===== src/rtl/diff_clock_input_buffer_if.sv =====
// Port bundle for diff_clock_input_buffer: differential pair in, buffered clock and monitor status out.
// The DUT uses the slave modport; whoever drives the oscillator pair uses master.
interface diff_clock_input_buffer_if #(
  parameter int CNT_W = 16
);
  logic             I;
  logic             IB;
  logic             O;
  logic             diff_fault;
  logic             clk_alive;
  logic [CNT_W-1:0] edge_count;
  logic             window_done;

  modport master (
    output I,
    output IB,
    input  O,
    input  diff_fault,
    input  clk_alive,
    input  edge_count,
    input  window_done
  );

  modport slave (
    input  I,
    input  IB,
    output O,
    output diff_fault,
    output clk_alive,
    output edge_count,
    output window_done
  );
endinterface


===== src/rtl/diff_clock_input_buffer.sv =====
// IBUFGDS-style differential clock input buffer with a clk-domain activity/fault monitor.
// Optional build macro IBUFGDS_DQS_BIAS_EN: an undriven (0,0) pair forces O low instead of holding.
module diff_clock_input_buffer #(
  parameter       DIFF_TERM     = "FALSE",
  parameter       IOSTANDARD    = "DEFAULT",
  parameter int   WINDOW_CYCLES = 1024,
  parameter int   FAULT_CYCLES  = 8,
  parameter int   CNT_W         = 16
) (
  input  logic                     clk,
  input  logic                     rst,
  diff_clock_input_buffer_if.slave bus
);

  localparam int WIN_W = (WINDOW_CYCLES > 2) ? $clog2(WINDOW_CYCLES) : 1;
  localparam int FLT_W = $clog2(FAULT_CYCLES + 1);

  localparam logic [WIN_W-1:0] WIN_LAST = WIN_W'(WINDOW_CYCLES - 1);
  localparam logic [FLT_W-1:0] FLT_ARM  = FLT_W'(FAULT_CYCLES - 1);
  localparam logic [FLT_W-1:0] FLT_MAX  = FLT_W'(FAULT_CYCLES);
  localparam logic [CNT_W-1:0] CNT_MAX  = '1;

  // The pad attributes carry no behaviour in this model; folding them here keeps them referenced.
  logic unused_attr;
  assign unused_attr = ^{DIFF_TERM, IOSTANDARD};

  logic o_hold;
  logic o_buf;

  always_latch begin
    if (bus.I ^ bus.IB) begin
      o_hold = bus.I;
    end
`ifdef IBUFGDS_DQS_BIAS_EN
    else if (!bus.I) begin
      o_hold = 1'b0;
    end
`endif
  end

  // The explicit mux, rather than o_hold alone, lets an unknown leg propagate X to O.
`ifdef IBUFGDS_DQS_BIAS_EN
  assign o_buf = (bus.I ^ bus.IB) ? bus.I : (bus.I ? o_hold : 1'b0);
`else
  assign o_buf = (bus.I ^ bus.IB) ? bus.I : o_hold;
`endif

  assign bus.O = o_buf;

  logic [1:0]       o_sync;
  logic [1:0]       i_sync;
  logic [1:0]       ib_sync;
  logic             o_prev;
  logic [WIN_W-1:0] win_cnt;
  logic [CNT_W-1:0] acc;
  logic [CNT_W-1:0] edge_count_q;
  logic             window_done_q;
  logic             clk_alive_q;
  logic             diff_fault_q;
  logic [FLT_W-1:0] fault_cnt;

  logic             o_rise;
  logic             pair_invalid;
  logic             win_wrap;
  logic [CNT_W-1:0] acc_next;

  assign o_rise       = o_sync[1] & ~o_prev;
  assign pair_invalid = (i_sync[1] == ib_sync[1]);
  assign win_wrap     = (win_cnt == WIN_LAST);
  assign acc_next     = (o_rise && (acc != CNT_MAX)) ? acc + CNT_W'(1) : acc;

  always_ff @(posedge clk) begin
    if (rst) begin
      o_sync  <= '0;
      i_sync  <= '0;
      ib_sync <= '0;
      o_prev  <= 1'b0;
    end else begin
      o_sync  <= {o_sync[0], o_buf};
      i_sync  <= {i_sync[0], bus.I};
      ib_sync <= {ib_sync[0], bus.IB};
      o_prev  <= o_sync[1];
    end
  end

  // acc_next already includes an edge seen on the wrap cycle, so no edge is lost at the boundary.
  always_ff @(posedge clk) begin
    if (rst) begin
      win_cnt       <= '0;
      acc           <= '0;
      edge_count_q  <= '0;
      window_done_q <= 1'b0;
      clk_alive_q   <= 1'b0;
    end else begin
      window_done_q <= win_wrap;
      if (win_wrap) begin
        win_cnt      <= '0;
        acc          <= '0;
        edge_count_q <= acc_next;
        clk_alive_q  <= (acc_next != '0);
      end else begin
        win_cnt <= win_cnt + WIN_W'(1);
        acc     <= acc_next;
      end
    end
  end

  always_ff @(posedge clk) begin
    if (rst) begin
      fault_cnt    <= '0;
      diff_fault_q <= 1'b0;
    end else if (pair_invalid) begin
      if (fault_cnt == FLT_ARM) begin
        diff_fault_q <= 1'b1;
      end
      if (fault_cnt != FLT_MAX) begin
        fault_cnt <= fault_cnt + FLT_W'(1);
      end
    end else begin
      fault_cnt <= '0;
    end
  end

  assign bus.edge_count  = edge_count_q;
  assign bus.window_done = window_done_q;
  assign bus.clk_alive   = clk_alive_q;
  assign bus.diff_fault  = diff_fault_q;

  a_done_pulse : assert property (@(posedge clk) disable iff (rst)
    window_done_q |=> !window_done_q);

  a_fault_sticky : assert property (@(posedge clk) disable iff (rst)
    diff_fault_q |=> diff_fault_q);

  a_count_only_on_done : assert property (@(posedge clk)
    $changed(edge_count_q) |-> (window_done_q || $past(rst)));

endmodule


===== src/flat_wrapper.sv =====
// flat-port wrapper written by rule: the top's interface ports become plain ports
module diff_clock_input_buffer_flat 
#(
  parameter       DIFF_TERM     = "     ",
  parameter       IOSTANDARD    = "       ",
  parameter int   WINDOW_CYCLES = 1024,
  parameter int   FAULT_CYCLES  = 8,
  parameter int   CNT_W         = 16
)
  (clk, rst, bus_I, bus_IB, bus_O, bus_diff_fault, bus_clk_alive, bus_edge_count, bus_window_done);
  diff_clock_input_buffer_if #(.CNT_W(CNT_W)) bus_i ();
  input  logic clk;
  input  logic rst;
  input wire logic [$bits(bus_i.I)-1:0] bus_I;
  input wire logic [$bits(bus_i.IB)-1:0] bus_IB;
  output wire logic [$bits(bus_i.O)-1:0] bus_O;
  output wire logic [$bits(bus_i.diff_fault)-1:0] bus_diff_fault;
  output wire logic [$bits(bus_i.clk_alive)-1:0] bus_clk_alive;
  output wire logic [$bits(bus_i.edge_count)-1:0] bus_edge_count;
  output wire logic [$bits(bus_i.window_done)-1:0] bus_window_done;
  assign bus_i.I = bus_I;
  assign bus_i.IB = bus_IB;
  assign bus_O = bus_i.O;
  assign bus_diff_fault = bus_i.diff_fault;
  assign bus_clk_alive = bus_i.clk_alive;
  assign bus_edge_count = bus_i.edge_count;
  assign bus_window_done = bus_i.window_done;
  diff_clock_input_buffer #(.DIFF_TERM(DIFF_TERM), .IOSTANDARD(IOSTANDARD), .WINDOW_CYCLES(WINDOW_CYCLES), .FAULT_CYCLES(FAULT_CYCLES), .CNT_W(CNT_W)) u_core (.clk(clk), .rst(rst), .bus(bus_i));
endmodule

===== config.mk =====
export PLATFORM = sky130hd
export DESIGN_NAME = diff_clock_input_buffer_flat
export DESIGN_NICKNAME = d
export VERILOG_FILES = /design/src/rtl/diff_clock_input_buffer_if.sv /design/src/rtl/diff_clock_input_buffer.sv /design/src/flat_wrapper.sv
export SDC_FILE = /design/constraint.sdc
export NUM_CORES = 1
export LEC_CHECK = 0
export ABC_AREA = 0
export BUFFER_PORTS_ARGS = -buffer_cell sky130_fd_sc_hd__buf_4
export CORE_ASPECT_RATIO = 0.7
export CORE_MARGIN = 4
export CORE_UTILIZATION = 60
export CTS_BUF_LIST = sky130_fd_sc_hd__clkbuf_8
export CTS_CLUSTER_SIZE = 24
export DETAILED_ROUTE_END_ITERATION = 6
export GPL_TIMING_DRIVEN = 0
export PLACE_DENSITY = 0.81
export REMOVE_ABC_BUFFERS = 1
export SYNTH_ARGS = -nofsm -noshare
export SYNTH_HDL_FRONTEND = slang
export SYNTH_SLANG_ARGS = --single-unit

===== constraint.sdc =====
create_clock -name clk -period 3.5 [get_ports clk]
set_clock_uncertainty 0.05 [all_clocks]
set_input_delay 1.05 -clock clk [delete_from_list [all_inputs] [get_ports clk]]
set_output_delay 1.05 -clock clk [all_outputs]
set_load 0.005 [all_outputs]

==> results of run 1 <==
-- logic make-up (layout without fill, tap and decap cells) --
kind of cell	after synthesis	count (layout)	share of synthesized area
mux	4	4	0.0175
xor+xnor	27	27	0.100
fa+ha+maj	4	4	0.0212
compound gates	28	28	0.0900
simple gates	120	120	0.258
flops	56	56	0.475
buf+inv	18	37	0.0323
latches	1	1	0.00635
-- through the flow --
stage | hold slack, ps | cell area [µm²] | util
after floorplan | 364 | 2310 | -
after global placement | 366 | 2540 | 0.697
after detailed placement | 379 | 2540 | 0.697
after CTS | 402 | 2640 | 0.724
after global routing | 412 | 2640 | 0.724
final | 397 | 2640 | 0.724
-- worst max-delay path, stage by stage (launching register included) --
cell and delay (ps):
sky130_fd_sc_hd__dfxtp_1 410, sky130_fd_sc_hd__ha_1 250, sky130_fd_sc_hd__nand3_2 160, sky130_fd_sc_hd__o41ai_2 760, sky130_fd_sc_hd__nor4_1 120, sky130_fd_sc_hd__xnor2_1 290
sky130_fd_sc_hd__nand3_1 170, sky130_fd_sc_hd__a2111oi_2 350, sky130_fd_sc_hd__a211oi_1 110
-- cell usage after synthesis (all sizes together), types with 2 or more instances --
library cell	instances
nand2	15
nand3b	2
and3	5
dfxtp	56
or2	2
nor2b	9
buf	6
xnor2	13
ha	4
o21ai	4
a21oi	3
nor3	3
nor2	52
mux2i	3
and4	4
clkbuf	6
xor2	14
nand2b	3
nand3	12
a211oi	15
nand4	8
inv	6
-- where the power goes --
part           switching (mW)  internal [mW]  total, mW
Sequential            0.00843          0.649      0.657
Combinational          0.0258         0.0184     0.0441
Clock                   0.197          0.160      0.358
Total                   0.232          0.827       1.06
-- final cells by class --
class / instances / area, µm² / share of cell area
Clock buffer: 6 / 82.6 / 0.0313
Clock inverter: 2 / 15.0 / 0.00568
Inverter: 6 / 22.5 / 0.00853
Multi-Input combinational cell: 183 / 1150 / 0.435
Sequential cell: 57 / 1140 / 0.430
Tap cell: 50 / 62.6 / 0.0237
Timing Repair Buffer: 23 / 173 / 0.0654
-- flip-flops by register name (all words and copies together) (netlist names) --
register                count
u_core.acc                 16
u_core.bus.clk_alive        1
u_core.bus.diff_fault       1
u_core.bus.edge_count      16
u_core.bus.window_done      1
u_core.fault_cnt            4
u_core.i_sync               2
u_core.ib_sync              2
u_core.o_hold               1
u_core.o_prev               1
u_core.o_sync               2
u_core.win_cnt             10
-- routing by layer --
metal | vias up | share of wire
met4 | 0 | 0.015
met1 | 835 | 0.48
li1 | 912 | -
met2 | 45 | 0.44
met3 | 10 | 0.066
met5 | - | 0
-- worst max-delay path by stage --
stage,from,to,depth (start not counted)
floorplan,u_core.acc[0],u_core.bus.clk_alive,8
global placement,u_core.acc[0],u_core.bus.clk_alive,8
detailed placement,u_core.acc[0],u_core.bus.clk_alive,8
CTS,u_core.acc[0],u_core.bus.clk_alive,8
global route,u_core.acc[0],u_core.bus.clk_alive,8
finish,u_core.acc[0],u_core.bus.clk_alive,8
==> results.txt, run 1 <==
The number of buffers inserted by post-CTS setup repair was 0. The proportion of register bits with asynchronous set or reset after synthesis works out to 0. For the overall via count from detail_route, the log shows 1802. The flow ran to the end, and the final reports show no timing, DRC or antenna violations. The first global-routing pass estimated 7510 µm of wire. For flop-to-flop paths, the worst setup slack is 710 ps.

Signal arrival time at the worst endpoint: 2920 ps. TritonCTS built the clock tree. In the layout the commonest cells are 56 x sky130_fd_sc_hd__dfxtp_1, 51 x sky130_fd_sc_hd__nor2_1, 23 x sky130_fd_sc_hd__buf_4. The startpoint identified for the worst register-to-register timing path is u_core.acc[0]. In this run the count of I/O pins placed on the die edge is 24. The floorplan step defined a die boundary enclosing 0.00502 mm². The average size of a mapped cell was 9.16 µm²; the starting DRC count in detailed routing was 112.

End point of the most critical hold path: u_core.ib_sync[1]. The final sum of negative setup slack is 0 ps, and the chip width is 83.0 µm. The met2 global-route usage came out at 0.300. Fill cells in the final layout number 325. For the via count of the first global-routing pass, the log shows 1738. The run gives 0.232 as the met1 usage.

After detailed placement, the design holds a cell count of 319. Entering global routing, the biggest net connects 33 pins. In this run, post-CTS repair resized a total of 0 instances. The distinct cell type count of the synthesized netlist was 42.

Number of register pins that no clock reaches: 1. For the final setup violation count, the log shows 0. The tools report the origin of the worst min-delay path as u_core.ib_sync[0]. For the number of failing hold endpoints at the final stage, the log shows 0. The first TritonRoute pass finished after 4 iterations. The run gives 1.06 mW as the power consumption.

In the synthesized netlist the dominant register cell turns out to be sky130_fd_sc_hd__dfxtp_1. Number of unconstrained endpoints: 1. The wire-length estimate of the detail-placed layout is 3020 µm. Area share of the largest cell type after synthesis: 0.475. The category of the critical setup timing path was flop to flop. For the smallest setup slack after layout, the log shows 710 ps. The endpoint identified for the worst register-to-register timing path is u_core.bus.clk_alive. The number of levels in the clock H-tree is 2. The final period utilization works out to 0.797. IR analysis of the VDD net gives a maximum drop of 0.000311 V. The later pin in the worst-skew pair is clocked with a latency of 300 ps. Once layout is complete, the cells apart from fillers number 327. At the end of routability-driven placement, the weighted congestion stood at 0.861.

The routed design could run at a clock period as short as 2790 ps. The library cell used most frequently in the layout, excluding fill and tap cells, is sky130_fd_sc_hd__dfxtp_1. The run gives 2 as the maximum count of clock buffers along a single path.

In this run, synthesis produced a sequential element count of 57. The biggest area contributor in the post-synthesis netlist is sky130_fd_sc_hd__dfxtp_1. The clock edge transition at the registers on the reported setup and hold paths is 100 ps. The logs give 18 for the cell row count and 4220 µm for the total wire length. After detailed routing, the average wire length per cell comes to 12.9 µm. The number of antenna diodes was 0. Derived from the worst setup path, the maximum achievable clock frequency is 358 MHz. The placeable core area is 0.00365 mm², and the mean number of vias per cell is 5.51. The path depth of the worst reg2reg path came out at 8. The total power density per cell area is 401 mW/mm², and the hold-fix buffer count after cts is 0. The count of warnings emitted by yosys came out at 0. Setup repair after global routing left no endpoint under its margin.

The worst setup slack before clock tree synthesis is 738 ps, and the number of input and output port buffers inserted is 23. Leakage dissipation: 0.992 nW. The tools report the sort of element at the end of the critical path as a flop.

The logs give 0.647 for the effective utilization at floorplan and 0.184 for the global-route usage over all layers. The run gives 0 as the post-detailed-route DRC marker count. After technology mapping, the gate count stands at 258. The tools report the worst-case headroom to the max-slew limit as 0.306. The area growth from synthesis to final layout was 11.8%; the number of slew-limit violations in the final report was 0.

The layer flagged by global routing as most heavily used is met2. The run gives 284 as the number of nets in the layout. The number of instances on the worst hold path was 1. Across the run, the number of max-cap violations was 0. The detail route stage leaves a number of antenna-violating nets equal to 0. After synthesis, the cell types taking the most area are sky130_fd_sc_hd__dfxtp_1 47%, sky130_fd_sc_hd__nor2_1 8.1%, sky130_fd_sc_hd__xor2_1 5.2%.

The required time of the critical path came out at 3630 ps. Global routing finished with a remaining overflow of 0. The layout cell share with drive strength beyond 1 works out to 0.141. For the pin with the worst max-slew slack, the measured transition is 1040 ps. From bottom edge to top edge, the die measures 60.5 µm.

The run gives 0 as the number of antenna violations at the first check in global routing. Of all nets on the critical path, the largest fanout is 6. Buffers inserted during clock tree synthesis total 5.

STA classifies the critical path startpoint as a flop. In this run the cell area of the synthesized design comes to 0.00236 mm². The synthesized design contains 0 enable-type register cells.

The tools report the met3 capacity usage during global routing as 0.0638. The path class of the tightest hold or removal check is flop to flop. CTS placed an instance of sky130_fd_sc_hd__clkbuf_8 at the clock tree root.
(Power assumes the default switching activity.)
==> run 2, diff against run 1 <==
--- a/config.mk
+++ b/config.mk
@@ -9,12 +9,12 @@
 export BUFFER_PORTS_ARGS = -buffer_cell sky130_fd_sc_hd__buf_4
 export CORE_ASPECT_RATIO = 0.7
 export CORE_MARGIN = 4
-export CORE_UTILIZATION = 60
+export CORE_UTILIZATION = 54
 export CTS_BUF_LIST = sky130_fd_sc_hd__clkbuf_8
 export CTS_CLUSTER_SIZE = 24
 export DETAILED_ROUTE_END_ITERATION = 6
 export GPL_TIMING_DRIVEN = 0
-export PLACE_DENSITY = 0.81
+export PLACE_DENSITY = 0.77
 export REMOVE_ABC_BUFFERS = 1
 export SYNTH_ARGS = -nofsm -noshare
 export SYNTH_HDL_FRONTEND = slang
==> constraint.sdc (replaced) <==
create_clock -name clk -period 2.5 [get_ports clk]
set_clock_uncertainty 0.05 [all_clocks]
set_input_delay 0.75 -clock clk [delete_from_list [all_inputs] [get_ports clk]]
set_output_delay 0.75 -clock clk [all_outputs]
set_load 0.005 [all_outputs]
==> run 2 against run 1 <==
  * Setup slack worse by 590 ps
  * Final cell count is 2.8% higher
  * Clock power is 66% higher
  * Critical path depth stayed put
  * Register-to-register slack worse by 590 ps
  * First-iteration DRC count is 6.3% lower
  * Core utilization is 3.8 points lower
  * Flip-flop and latch count stayed put
  * Clock-buffer cell count is 1 lower
  * Sequential power is 40% higher
  * Global-route usage is 1.5 points lower
  * Critical path type unchanged
  * Largest power group unchanged
==> results.txt, run 2 (synthesized netlist as in run 1, its figures left out) <==
The die covers 0.00551 mm². The layout cell share with drive strength beyond 1 works out to 0.208. The tools report the via count of the first global-routing pass as 1651.

At the pin with the least slew margin, the transition time is 846 ps. The combinational power share was 0.043. The tools report the origin of the worst min-delay path as u_core.i_sync[0]. The worst hold path belongs to the class flop to flop.

After routing the design area is 0.00279 mm². The logs give 4 for the count of TritonRoute iterations in the first routing pass and 0 for the final setup violation count. The number of register pins that no clock reaches was 1.

The leakage dissipation was 1.05 nW; the number of failing hold endpoints at the final stage was 0. Internal cell power: 1.24 mW. STA classifies the critical path endpoint as a flop. After detailed routing, the number of vias per cell comes to 5.33.

The tools report the smallest setup slack after layout as 116 ps. Clock edge transition at the registers on the reported setup and hold paths: 100 ps. The flow ran to the end, and the final reports show no timing, DRC or antenna violations.

The count of fill cells added during filler insertion was 325. For this design the ratio of total power to cell area is 568 mW/mm². Number of instances on the worst hold path: 1. The starting DRC count in detailed routing is 105.

For hold timing, the worst endpoint is u_core.i_sync[1]. The final period utilization was 0.954. Across all register-to-register paths, the minimum setup slack is 120 ps. The net count of the finished layout is 291. The number of hold buffers added after CTS was 0. The area growth from synthesis to layout is 18.1%.

The total congestion overflow after global routing was 0; the number of maximum-capacitance constraint violations was 0. The vertical extent of the die was 63.3 µm; the number of antenna violations at the first check in global routing was 0. The sequential cells in the finished layout cover a total of 0.00115 mm². The chip width works out to 87.1 µm.

The run gives 0 as the number of antenna diodes. The global-route wire length before repair is 7470 µm. STA puts the critical path data arrival time at 2530 ps.

The post-detailed-route DRC marker count is 0. The multi-input combinational cells in the finished layout cover a total of 0.00121 mm². Port buffering added 23 buffers. The required time of the critical path was 2650 ps; the pin count of the biggest net entering global routing was 33.

In the final routed layout, each cell accounts on average for 13.3 µm. The category of the critical setup timing path was flop to flop. For the highest clock rate, the log shows 419 MHz. TritonCTS built the clock tree. The worst flop-to-flop path endpoint is u_core.bus.clk_alive. The global-route usage over all layers was 0.169; the shortest clock period the worst path allows after layout was 2380 ps.

The run gives 1791 as the overall via count from detail_route. The clock passes through at most 2 buffers. The tools report the number of slew-limit violations in the final report as 0. VDD sags by at most 0.000552 V. The tools report the startpoint of the worst register-to-register path as u_core.acc[0]. Along the worst path, the maximum fanout reaches 6. For the worst flop-to-flop path, the logic depth is 8. The detail route stage leaves a number of antenna-violating nets equal to 0. The net switching power was 0.344 mW.

The net switching fraction of the power was 0.217. Worst setup slack before clock tree synthesis: -240 ps. Number of unconstrained endpoints: 1. Clock tree synthesis inserted a total of 5 buffers. The routed design has 4460 µm of wire. The library cell used most frequently in the layout, excluding fill and tap cells, is sky130_fd_sc_hd__nor2_1. The root buffer cell is sky130_fd_sc_hd__clkbuf_8. For this design the top-level I/O count stands at 24. In the layout the commonest cells are 51 x sky130_fd_sc_hd__nor2_1, 50 x sky130_fd_sc_hd__dfxtp_1, 30 x sky130_fd_sc_hd__buf_4. The effective utilization at floorplan was 0.581; the placed instance area was 0.00255 mm².

Part of the total power dissipated in the clock network: 0.376. The sequential cell fraction of total power is 0.581. Startpoint type of the worst setup path: a flop. The run gives 0.00407 mm² as the placeable core area. The final hold slack was 400 ps. The logs give 0.436 for the worst-case headroom to the max-slew limit and 2 for the number of levels in the clock H-tree. The tools report the cell row count as 19.

Once detailed placement completed, the half-perimeter wirelength came to 2790 µm. The clock reaches the later pin of the worst-skew pair after 320 ps. The congestion estimate from routability-driven global placement came to 0.819.
[run 2: cell types whose count changed in the layout (fill, tap and decap cells not counted), sizes merged]
| cell | delta |
|---|---|
| buf | +7 |
| clkinvlp | -2 |
| clkbuf | -1 |
| bufinv | +1 |
| clkinv | +2 |
[run 2: worst max-delay path by stage]
stage | from | to | slack (ps) | depth (start not counted)
after floorplan | u_core.acc[0] | u_core.bus.clk_alive | -6 | 8
after detailed placement | u_core.acc[0] | u_core.bus.clk_alive | -240 | 8
after CTS | u_core.acc[1] | u_core.bus.clk_alive | 2 | 8
after global routing | u_core.acc[1] | u_core.bus.clk_alive | -30 | 8
final | u_core.acc[0] | u_core.bus.clk_alive | 120 | 8
after global placement | u_core.acc[0] | u_core.bus.clk_alive | -230 | 8
[run 2: what timing repair did]
action	in CTS	in global routing
resized for setup	8	10
endpoints found under the setup margin	1	1
setup buffers	0	7
pin swaps	2	9
[run 2: worst max-delay path: stages, from the launching register on]
cell                        delay [ps]
sky130_fd_sc_hd__dfxtp_4           390
sky130_fd_sc_hd__ha_4              160
sky130_fd_sc_hd__nand3_4           110
sky130_fd_sc_hd__or4_4             620
sky130_fd_sc_hd__nand4_4           130
sky130_fd_sc_hd__nor2_2             70
sky130_fd_sc_hd__or3_1             320
sky130_fd_sc_hd__a2111oi_2         310
sky130_fd_sc_hd__a211oi_1          110
[run 2: layer usage]
metal,wire (µm),up-vias,global-route usage
met2,1980,38,0.245
met1,2180,821,0.234
met5,0,-,0
met4,74,0,0.0700
li1,-,925,-
met3,230,7,0.0469
[run 2: per-stage QoR]
stage	power [mW]	TNS (ps)	cells	utilization
after floorplan	0.977	-6.11	246	-
after global placement	1.00	-228	321	0.626
after detailed placement	1.00	-240	321	0.626
after CTS	1.60	0	329	0.662
after global routing	1.65	-29.4	336	0.686
final	1.58	0	336	0.686
[run 2: final cells by class]
type | count | area share
clock buffer | 5 | 0.0247
clock inverter | 3 | 0.0170
inverter | 6 | 0.00807
multi-input combinational | 183 | 0.435
sequential | 57 | 0.411
tap | 52 | 0.0233
timing repair buffer | 30 | 0.0807
[run 2: power by group through the flow]
stage	Clock (mW)	Sequential, mW	Combinational (mW)
after floorplan	0	0.938	0.0390
after global placement	0	0.940	0.0601
after detailed placement	0	0.941	0.0616
after CTS	0.614	0.920	0.0627
after global routing	0.649	0.923	0.0777
final	0.596	0.921	0.0675
==> run 3, diff against run 2 <==
--- a/config.mk
+++ b/config.mk
@@ -9,12 +9,11 @@
 export BUFFER_PORTS_ARGS = -buffer_cell sky130_fd_sc_hd__buf_4
 export CORE_ASPECT_RATIO = 0.7
 export CORE_MARGIN = 4
-export CORE_UTILIZATION = 54
-export CTS_BUF_LIST = sky130_fd_sc_hd__clkbuf_8
-export CTS_CLUSTER_SIZE = 24
+export CORE_UTILIZATION = 52
+export CTS_BUF_LIST = sky130_fd_sc_hd__clkbuf_4 sky130_fd_sc_hd__clkbuf_8 sky130_fd_sc_hd__clkbuf_16
 export DETAILED_ROUTE_END_ITERATION = 6
 export GPL_TIMING_DRIVEN = 0
-export PLACE_DENSITY = 0.77
+export PLACE_DENSITY = 0.74
 export REMOVE_ABC_BUFFERS = 1
 export SYNTH_ARGS = -nofsm -noshare
 export SYNTH_HDL_FRONTEND = slang
==> run 3 against run 2 <==
  * Via count is 0.17% lower
  * Hold slack worse by 15 ps
  * Setup slack worse by 12 ps
  * Power down 6.6%
  * Critical path depth unchanged
  * Global-route usage is 0.64 points lower
  * Clock power fell by 17%
==> results.txt, run 3 (synthesized netlist as in run 1, its figures left out) <==
The run finished with clean final reports. Dividing the detail-routed wire length by the instance count gives 12.5 µm. Signal arrival time at the worst endpoint: 2540 ps. Number of antenna violations at the first check in global routing: 0. The number of cells on the worst reg-to-reg path is 8. The TritonCTS buffer count was 5; the layout cell share with drive strength beyond 1 was 0.213.

The wire-length estimate of the detail-placed layout is 2840 µm. At the later pin of the worst-skew pair, clock insertion delay measures 310 ps. After clock tree synthesis, the flow added hold-fix buffers numbering 0. The most common cell after layout, fill and taps aside is sky130_fd_sc_hd__nor2_1. The number of slew-limit violations in the final report is 0, and the mean number of vias per cell is 5.24. The core region is 0.00435 mm². The floorplan has 20 rows. The tools report the worst setup slack before clock tree synthesis as -219 ps. The placed instances occupy a cell area of 0.00255 mm². Data on the critical path is required at its endpoint by 2640 ps. Summed over all layers, the global routing overflow is 0. The first global-routing pass estimated 7200 µm of wire.

The number of levels in the clock H-tree was 2; the shortest clock period the worst path allows after layout was 2400 ps. Summed over all cells, the static leakage comes to 1.05 nW. The area of all placed cells without fillers was 0.00279 mm²; the count of TritonRoute iterations in the first routing pass was 4. The area growth from synthesis to final layout is 17.9%, and the power consumption is 1.48 mW. The routed layout has 1788 vias.

The top cell types in the final layout, fill and taps aside, are 51 x sky130_fd_sc_hd__nor2_1, 50 x sky130_fd_sc_hd__dfxtp_1, 32 x sky130_fd_sc_hd__buf_4. At the pin with the least slew margin, the transition time is 849 ps. The critical path is of the flop to flop type.

TritonCTS built the clock tree. The tools report the number of top-level pins as 24. The worst setup path is captured at a flop. The number of nets in the layout came out at 293. The number of failing hold endpoints at the final stage came out at 0. Chip width: 88.6 µm. The worst register-to-register path ends at u_core.bus.clk_alive. The total die area came out at 0.00570 mm². Root buffer cell: sky130_fd_sc_hd__clkbuf_8.

The final setup violation count came out at 0. The worst-case headroom to the max-slew limit was 0.434; the smallest setup slack after layout was 104 ps. Global-route usage over all layers: 0.163. The logs give 1584 for the via count of the first global-routing pass and 2 for the maximum count of clock buffers along a single path. The number of nets still failing antenna checks after routing is 0. The path class of the lowest-slack min-delay path is flop to flop.

The tools report the highest clock rate as 417 MHz. The tools report the number of unconstrained endpoints as 1. The tools report the origin of the worst min-delay path as u_core.i_sync[0]. The effective utilization at floorplan was 0.543. STA classifies the critical path startpoint as a flop.

The placer's final routability congestion estimate is 0.825, and the highest fanout seen on the critical path is 6. The starting DRC count in detailed routing is 104, and the final period utilization is 0.958. The run gives 1 as the number of register pins that no clock reaches. The total power density per cell area was 531 mW/mm². The worst register-to-register path begins at u_core.acc[0].

Entering global routing, the biggest net connects 33 pins. After detailed routing, the total wire length is 4280 µm. The number of input and output port buffers inserted is 23, and the number of maximum-capacitance constraint violations is 0. The vertical extent of the die is 64.4 µm, and the number of antenna diodes is 0. For this run, design rule violations remaining after detail routing come to 0. Number of instances on the worst hold path: 1. In this run the register-to-register setup slack is 100 ps. The worst hold path terminates at u_core.i_sync[1]. Across the VDD grid, the largest voltage drop is 0.000419 V. After clock tree synthesis, the clock-pin slew on the worst setup and hold paths is 90 ps.
run 3: timing repair:
item | in CTS | in global routing
setup endpoints to repair | 1 | 1
buffers inserted | 0 | 9
pin swaps | 2 | 9
resized for setup | 8 | 10
cloned | 0 | 0
run 3: final cells by class:
| class | instances | area (µm²) |
|---|---|---|
| Clock buffer | 6 | 82.6 |
| Clock inverter | 2 | 10.0 |
| Fill cell | 374 | 1570 |
| Inverter | 6 | 22.5 |
| Multi-Input combinational cell | 183 | 1210 |
| Sequential cell | 57 | 1150 |
| Tap cell | 55 | 68.8 |
| Timing Repair Buffer | 32 | 240 |
run 3: stage by stage:
| step | instances | hold WS, ps | TNS [ps] | util |
|---|---|---|---|---|
| 6_report | 341 | 385 | 0 | 0.640 |
| 5_1_grt | 341 | 415 | -35.8 | 0.640 |
| 4_1_cts | 332 | 392 | 0 | 0.614 |
| 3_5_place_dp | 324 | 373 | -219 | 0.586 |
| 3_3_place_gp | 324 | 372 | -261 | 0.586 |
| 2_1_floorplan | 246 | 364 | -6.11 | - |
run 3: worst max path at each step:
stage | from | to | slack (ps) | cells past startpoint
after floorplan | u_core.acc[0] | u_core.bus.clk_alive | -6 | 8
after global placement | u_core.acc[0] | u_core.bus.clk_alive | -260 | 8
after detailed placement | u_core.acc[0] | u_core.bus.clk_alive | -220 | 8
after CTS | u_core.acc[1] | u_core.bus.clk_alive | 1 | 8
after global routing | u_core.acc[1] | u_core.bus.clk_alive | -40 | 8
final | u_core.acc[0] | u_core.bus.clk_alive | 100 | 8
run 3: power breakdown:
part           leakage [nW]  internal [mW]  switching, mW
sequential            0.465          0.908         0.0123
clock                0.0510          0.221          0.273
combinational         0.530         0.0291         0.0359
run 3: per-layer routing:
metal | GRT usage | part of all wire | wire length (µm)
met5 | 0 | 0 | 0
met1 | 0.232 | 0.51 | 2190
met3 | 0.0387 | 0.050 | 214
met2 | 0.233 | 0.42 | 1810
met4 | 0.0679 | 0.016 | 67
run 3: worst max-delay path, stage by stage, from the launching register on:
cell	delay (ps)
sky130_fd_sc_hd__dfxtp_4	390
sky130_fd_sc_hd__ha_4	160
sky130_fd_sc_hd__nand3_4	110
sky130_fd_sc_hd__or4_4	620
sky130_fd_sc_hd__nand4_4	120
sky130_fd_sc_hd__nor2_2	70
sky130_fd_sc_hd__or3_1	330
sky130_fd_sc_hd__a2111oi_2	310
sky130_fd_sc_hd__a211oi_1	110
